`config.mk`:
```
export PLATFORM = sky130hd
export DESIGN_NAME = cla_addsub_pipe
export DESIGN_NICKNAME = d
export VERILOG_FILES = /design/src/rtl/cla_addsub_pipe.sv
export SDC_FILE = /design/constraint.sdc
export NUM_CORES = 1
export LEC_CHECK = 0
export CAP_MARGIN = 20
export CORE_ASPECT_RATIO = 0.6
export CORE_MARGIN = 5
export CORE_UTILIZATION = 59
export CTS_CLUSTER_SIZE = 25
export DETAILED_ROUTE_END_ITERATION = 8
export PLACE_DENSITY = 0.92
export SETUP_SLACK_MARGIN = 0.3
export SLEW_MARGIN = 25
export SYNTH_ARGS = -nofsm -noshare
export SYNTH_HDL_FRONTEND = slang
export SYNTH_SLANG_ARGS = --single-unit
```
`constraint.sdc`:
```
create_clock -name clk -period 8.17 [get_ports clk]
set_clock_uncertainty 0.2 [all_clocks]
set_input_delay 2.451 -clock clk [delete_from_list [all_inputs] [get_ports clk]]
set_output_delay 2.451 -clock clk [all_outputs]
set_load 0.05 [all_outputs]
```
`src/rtl/cla_addsub_pipe.sv`:
```
`default_nettype none
// ============================================================================
// Module   : cla_addsub_pipe
// Purpose  : Pipelined carry-lookahead adder/subtractor. Each stage resolves
//            one BLOCK-bit group with flattened lookahead carries, taking the
//            group carry-in from the previous stage's register. The handshake
//            is valid/ready with a single global stall.
// Revision : 1.0 - initial release
// ============================================================================
module cla_addsub_pipe #(
    parameter int WIDTH = 16,
    parameter int BLOCK = 4
) (
    input  logic             clk,
    input  logic             rst,
    input  logic             in_valid,
    output logic             in_ready,
    input  logic [WIDTH-1:0] a,
    input  logic [WIDTH-1:0] b,
    input  logic             cin,
    input  logic             sub,
    output logic             out_valid,
    input  logic             out_ready,
    output logic [WIDTH-1:0] sum,
    output logic             cout,
    output logic             ovf
);

    localparam int N = WIDTH / BLOCK;

    if ((BLOCK < 1) || (BLOCK > 8) || ((WIDTH % BLOCK) != 0)) begin : g_param_check
        $error("cla_addsub_pipe: BLOCK must be 1..8 and WIDTH a multiple of BLOCK");
    end

    // Per-stage registered outputs, indexed by stage number
    logic             w_vo [N];
    logic             w_co [N];
    logic [WIDTH-1:0] w_ao [N];
    logic [WIDTH-1:0] w_bo [N];
    logic [WIDTH-1:0] w_so [N];

    logic             w_stall;
    logic             r_ovf;
    logic             w_unused;

    // A presented-but-unaccepted result freezes the whole pipe, bubbles included
    assign w_stall   = w_vo[N-1] & ~out_ready;
    assign in_ready  = ~w_stall;
    assign out_valid = w_vo[N-1];
    assign sum       = w_so[N-1];
    assign cout      = w_co[N-1];
    assign ovf       = r_ovf;

    // Operand copies leaving the final stage have no consumer
    assign w_unused  = ^{w_ao[N-1], w_bo[N-1]};

    for (genvar k = 0; k < N; k++) begin : g_stage
        logic             w_vi;
        logic             w_ci;
        logic [WIDTH-1:0] w_ai;
        logic [WIDTH-1:0] w_bi;
        logic [WIDTH-1:0] w_si;
        logic [BLOCK-1:0] w_p;
        logic [BLOCK-1:0] w_g;
        logic [BLOCK:0]   w_c;
        logic             w_t;
        logic [WIDTH-1:0] w_snew;

        logic             r_vld;
        logic             r_cy;
        logic [WIDTH-1:0] r_a;
        logic [WIDTH-1:0] r_b;
        logic [WIDTH-1:0] r_s;

        if (k == 0) begin : g_head
            // Subtraction is a + ~b + 1; cin is ignored in that mode
            assign w_vi = in_valid;
            assign w_ci = sub | cin;
            assign w_ai = a;
            assign w_bi = b ^ {WIDTH{sub}};
            assign w_si = '0;
        end else begin : g_body
            assign w_vi = w_vo[k-1];
            assign w_ci = w_co[k-1];
            assign w_ai = w_ao[k-1];
            assign w_bi = w_bo[k-1];
            assign w_si = w_so[k-1];
        end

        // Group lookahead: every carry is a flat sum of products of G, P and group carry-in
        always_comb begin
            w_p    = w_ai[k*BLOCK +: BLOCK] ^ w_bi[k*BLOCK +: BLOCK];
            w_g    = w_ai[k*BLOCK +: BLOCK] & w_bi[k*BLOCK +: BLOCK];
            w_c    = '0;
            w_t    = 1'b0;
            for (int i = 0; i <= BLOCK; i++) begin
                w_c[i] = w_ci;
                for (int m = 0; m < i; m++) begin
                    w_c[i] = w_c[i] & w_p[m];
                end
                for (int j = 0; j < i; j++) begin
                    w_t = w_g[j];
                    for (int m = j + 1; m < i; m++) begin
                        w_t = w_t & w_p[m];
                    end
                    w_c[i] = w_c[i] | w_t;
                end
            end
            w_snew = w_si;
            w_snew[k*BLOCK +: BLOCK] = w_p ^ w_c[BLOCK-1:0];
        end

        // Stage register: advances only when the output is not stalled
        always_ff @(posedge clk) begin
            if (rst) begin
                r_vld <= 1'b0;
                r_cy  <= 1'b0;
                r_a   <= '0;
                r_b   <= '0;
                r_s   <= '0;
            end else if (!w_stall) begin
                r_vld <= w_vi;
                r_cy  <= w_c[BLOCK];
                r_a   <= w_ai;
                r_b   <= w_bi;
                r_s   <= w_snew;
            end
        end

        assign w_vo[k] = r_vld;
        assign w_co[k] = r_cy;
        assign w_ao[k] = r_a;
        assign w_bo[k] = r_b;
        assign w_so[k] = r_s;

        if (k == N - 1) begin : g_tail
            // Signed overflow: carry into the MSB differs from carry out of it
            always_ff @(posedge clk) begin
                if (rst) begin
                    r_ovf <= 1'b0;
                end else if (!w_stall) begin
                    r_ovf <= w_c[BLOCK-1] ^ w_c[BLOCK];
                end
            end
        end
    end

endmodule
`default_nettype wire
```
# After elaboration in Yosys (flattened, before gate mapping)
# Index checks and enable logic that the tools add are counted.
op_classes:
  n_addsub: 0
  mul: 0
  div_mod_pow: 0
  magnitude_cmp: 0
  eq_ne: 0
  shift: 0
  muxes: 0
  n_bitwise: 98
  reduce_logical: 0
ops:
  columns: ["operator", "count"]
  rows:
  - ["1-bit bitwise AND", 41]
  - ["1-bit bitwise OR", 41]
  - ["4-bit bitwise XOR", 8]
  - ["4-bit bitwise AND", 4]
  - ["16-bit bitwise XOR", 1]
  - ["1-bit NOT", 2]
  - ["1-bit bitwise XOR", 1]
word_totals:
  reg_bits: 145
  latch_bits: 0
  ram_bits: 0
  mem_bits_ro: 0
  output_inout_bits: 20
  memories: 0

# Depth between registers and ports, before layout
logic_depth:
  depth_word: 10
  depth_mapped: 8
  ltp_nobuf: 6

# Worst setup path after synthesis
# OpenSTA, ideal clock, no wires.
synth_timing:
  path_kind: "input to output"
  startpoint: "in out_ready"
  endpoint: "out in_ready"
  arrival_time_ns: 3.083
  required_ns: 5.519
  path_slack_ns: 2.436
  path_stages: 5
  path_buffers: 3
  cell_sequence: "nor2b_4 -> buf_6 -> inv_4 -> buf_6 -> buf_2"
synth_via:
  elab_chain_cells: 3
synth_rtl:
  columns: ["element", "line", "text"]
  rows:
  - ["start, declared", "23", "input logic out_ready,"]
  - ["1-bit NOT", "47", "assign w_stall = w_vo[N-1] & ~out_ready;"]
  - ["1-bit bitwise AND", "47", null]
  - ["1-bit NOT", "48", "assign in_ready = ~w_stall;"]
  - ["end, declared", "17", "output logic in_ready,"]
# Every way passes these cells.

# Final worst setup path
# Same ends and word-level chain as after synthesis.

==> reports/metrics.cfg <==
[clock_tree]
clkTransAtPathRegs_ps = 70
cts_repair_resizes = 0
post-cts-setup-buffer-count = 0
clk_latency_ps = 340
clock_tree.buffer_depth = 2
cts-buffers-inserted = 9
clockRootBuffer = sky130_fd_sc_hd__clkbuf_16
cts.sinks = 97
postCtsHoldBufs = 0
cts-htree-levels = 3
tritoncts = yes

[power]
maximum_vdd_ir_drop_v = 0.000111
leakagePower_uw = 0.00203
power_density_mw_per_mm2 = 214

[sta]
grt_setup_unrepaired = false
timing.final.setup_violations = 0
max_clock_freq_mhz = 153
worstMarginPinSlew_ps = 1020
max-slew-margin-rel = 0.322
hold_viol = 0
final_max_slew_viol_count = 0
setup_tns_ps = 0
post-route-period-util = 0.800
final_period_minus_worst_setup_slack_ps = 6530
worst_hold_slack_across_all_endpoints_ps = 251

[detailed_routing]
detail-route-antenna-nets = 0
detail_route.first_pass.iterations = 5
route.detailed.vias_per_inst = 5.54
routed_wl_mm = 9.00
violation_count_after_the_first_detailed_routing_iteration = 371
post_drt_wl_per_cell_um = 14.4
drc_errors = 0
num_vias = 3463

[synth]
synth_top_area_frac = 0.459
yosys-top-cells-area = sky130_fd_sc_hd__dfxtp_1 46%, sky130_fd_sc_hd__nand2_1 12%, sky130_fd_sc_hd__a21oi_1 8.0%
yosys_register_bits = 97
netlist_instances = 498
synth.distinct_cells = 32
yosys_warnings = 0
synth-seq-area-share = 0.459
synth.net_count = 560
syn_area_mm2 = 0.00423
synth_top_area_cell = sky130_fd_sc_hd__dfxtp_1
postSynthAreaPerCell_um2 = 8.50

[placed_design]
place_hpwl_mm = 6.12
routabilityCongestion = 0.818
io_buffer_count = 57

[floorplan]
die_width_um = 119
rows = 23
io_pins = 58
die_h_um = 75.6
die_area_mm2 = 0.00902
area_of_the_core_mm2 = 0.00682
effective_utilization_at_floorplan = 0.620

[cells_and_area]
regArea_mm2 = 0.00194
num_antenna_cells = 0
final.fill_count = 487
share_of_layout_cells_above_drive_strength_1 = 0.0428
final_nets = 595
areaGrowthSynthToFinish_pct = 18.7
combined_area_of_the_multi_input_logic_cells_mm2 = 0.00204

[global_routing]
grt_first_pass_wirelength_mm = 15.2
maximum_number_of_pins_on_one_net_before_global_route_repair = 112
global_route.usage.total = 0.212
grt_remaining_overflow = 0
antenna_found_initial = 0
number_of_global_route_vias_before_repair = 3219

[critical_path]
crit_fanout = 2
worstPathRequired_ps = 5520
critPathArrivalTime_ps = 3880
path_type_of_the_worst_setup_path = input port to output port
critPathLaunchType = input port
end_kind = output port

[min_path]
worstHoldPathType = flop to flop

[flow_run]
cap_viol_max_count = 0

[run_status]
outcome = complete, no violations

[cell type report]
cell class	instances	share of cell area
Sequential cell	97	0.386
Clock buffer	9	0.0448
Tap cell	87	0.0217
Timing Repair Buffer	60	0.117
Clock inverter	7	0.0152
Multi-Input combinational cell	353	0.405
Inverter	12	0.00946
[power breakdown]
group	switching (uW)	internal [uW]	total (uW)
registers	18.3	504	522
clock network	183	240	423
logic	69.1	58.8	128
[cell families (layout without fill, tap and decap cells)]
family                     count (synthesis)  in the layout  share of synthesized area
and+or+nand+nor                          189            189                      0.187
AOI/OAI and AO/OA                        120            120                      0.175
DFF                                       97             97                      0.459
buffers and inverters                     48             88                     0.0597
adders and majority gates                 24             24                     0.0781
xor gates and xnor gates                  20             20                     0.0414
[synth_stat cells]
cell type                   instances
sky130_fd_sc_hd__nor2b_1            4
sky130_fd_sc_hd__buf_4              4
sky130_fd_sc_hd__nor2_1            30
sky130_fd_sc_hd__o211ai_1           4
sky130_fd_sc_hd__inv_4              1
sky130_fd_sc_hd__xor2_1             4
sky130_fd_sc_hd__or2_2              1
sky130_fd_sc_hd__buf_2             26
sky130_fd_sc_hd__buf_6              3
sky130_fd_sc_hd__ha_1              20
sky130_fd_sc_hd__xnor2_1           16
sky130_fd_sc_hd__nand3_1            4
sky130_fd_sc_hd__nand3b_1           3
sky130_fd_sc_hd__nand2b_1           4
sky130_fd_sc_hd__a311o_1            5
sky130_fd_sc_hd__a311oi_1           1
sky130_fd_sc_hd__nor2b_4            1
sky130_fd_sc_hd__a221oi_1           1
sky130_fd_sc_hd__o21ai_0            9
sky130_fd_sc_hd__a21oi_1           68
sky130_fd_sc_hd__a211oi_1          19
sky130_fd_sc_hd__or4_1              3
sky130_fd_sc_hd__a21o_1             4
sky130_fd_sc_hd__clkbuf_1           3
sky130_fd_sc_hd__dfxtp_1           97
sky130_fd_sc_hd__a2111oi_0          5
sky130_fd_sc_hd__inv_1             11
sky130_fd_sc_hd__and4_1             4
sky130_fd_sc_hd__nor4_1             1
sky130_fd_sc_hd__fa_1               4
sky130_fd_sc_hd__nand2_1          134
sky130_fd_sc_hd__o211a_1            4
[flip-flops by register name, indices dropped and copies added (netlist names)]
name	count
g_stage.r_cy	3
sum	16
g_stage.r_b	24
cout	1
out_valid	1
g_stage.r_a	24
g_stage.r_s	24
g_stage.r_vld	3
ovf	1
[per-layer routing]
metal	share of wire	global-route usage	vias up
met5	0	0	-
met1	0.47	0.289	1593
met2	0.45	0.343	112
li1	-	-	1749
met3	0.075	0.0608	9
met4	0.0084	0.0508	0
[critical path, stage by stage]
cell and delay (ps):
sky130_fd_sc_hd__clkdlybuf4s50_1 500, sky130_fd_sc_hd__nor2b_4 80, sky130_fd_sc_hd__inv_4 50, sky130_fd_sc_hd__clkdlybuf4s50_1 790
[per-stage QoR]
stage | std cells | utilization | total power (uW) | instance area (um2) | setup WS, ps
4_1_cts | 625 | 0.737 | 1080 | 5020 | 1630
2_1_floorplan | 498 | - | 613 | 4230 | 2440
6_report | 625 | 0.737 | 1070 | 5020 | 1640
5_1_grt | 625 | 0.737 | 1120 | 5020 | 1600
3_3_place_gp | 609 | 0.693 | 652 | 4720 | 1630
3_5_place_dp | 609 | 0.693 | 659 | 4720 | 1640
[cell usage in the layout (no fill, tap or decap), types with 2 or more instances in the layout]
master | netlist | routed
sky130_fd_sc_hd__and4_1 | 4 | 4
sky130_fd_sc_hd__nor2_1 | 30 | 30
sky130_fd_sc_hd__inv_1 | 11 | 11
sky130_fd_sc_hd__o21ai_0 | 9 | 9
sky130_fd_sc_hd__or4_1 | 3 | 3
sky130_fd_sc_hd__buf_4 | 4 | 3
sky130_fd_sc_hd__o211ai_1 | 4 | 4
sky130_fd_sc_hd__inv_6 | 0 | 2
sky130_fd_sc_hd__a21o_1 | 4 | 4
sky130_fd_sc_hd__xnor2_1 | 16 | 16
sky130_fd_sc_hd__a211oi_1 | 19 | 19
sky130_fd_sc_hd__o211a_1 | 4 | 4
sky130_fd_sc_hd__dfxtp_1 | 97 | 97
sky130_fd_sc_hd__fa_1 | 4 | 4
sky130_fd_sc_hd__nand2_1 | 134 | 134
sky130_fd_sc_hd__a2111oi_0 | 5 | 5
sky130_fd_sc_hd__nand3_1 | 4 | 4
sky130_fd_sc_hd__a311o_1 | 5 | 5
sky130_fd_sc_hd__nand2b_1 | 4 | 4
sky130_fd_sc_hd__ha_1 | 20 | 20
sky130_fd_sc_hd__nand3b_1 | 3 | 3
sky130_fd_sc_hd__clkdlybuf4s50_1 | 0 | 56
sky130_fd_sc_hd__clkbuf_16 | 0 | 9
sky130_fd_sc_hd__nor2b_1 | 4 | 4
sky130_fd_sc_hd__clkinv_2 | 0 | 2
sky130_fd_sc_hd__a21oi_1 | 68 | 68
sky130_fd_sc_hd__xor2_1 | 4 | 4
[final timing paths]
kind / start / endpoint / slack, ps / cells after the start
hold / removal: g_stage[0].r_a[12]$_SDFFE_PP0N_ / g_stage[0].r_a[12]$_SDFFE_PP0N_ / 250 / 2
setup / recovery: out_ready / in_ready / 1640 / 4
hold reg to reg: g_stage[0].r_a[12]$_SDFFE_PP0N_ / g_stage[0].r_a[12]$_SDFFE_PP0N_ / 250 / 2
setup reg to reg: out_valid$_SDFFE_PP0N_ / g_stage[1].r_s[6]$_SDFFE_PP0N_ / 5960 / 4
Note: power is estimated with default switching activity, not from simulation.
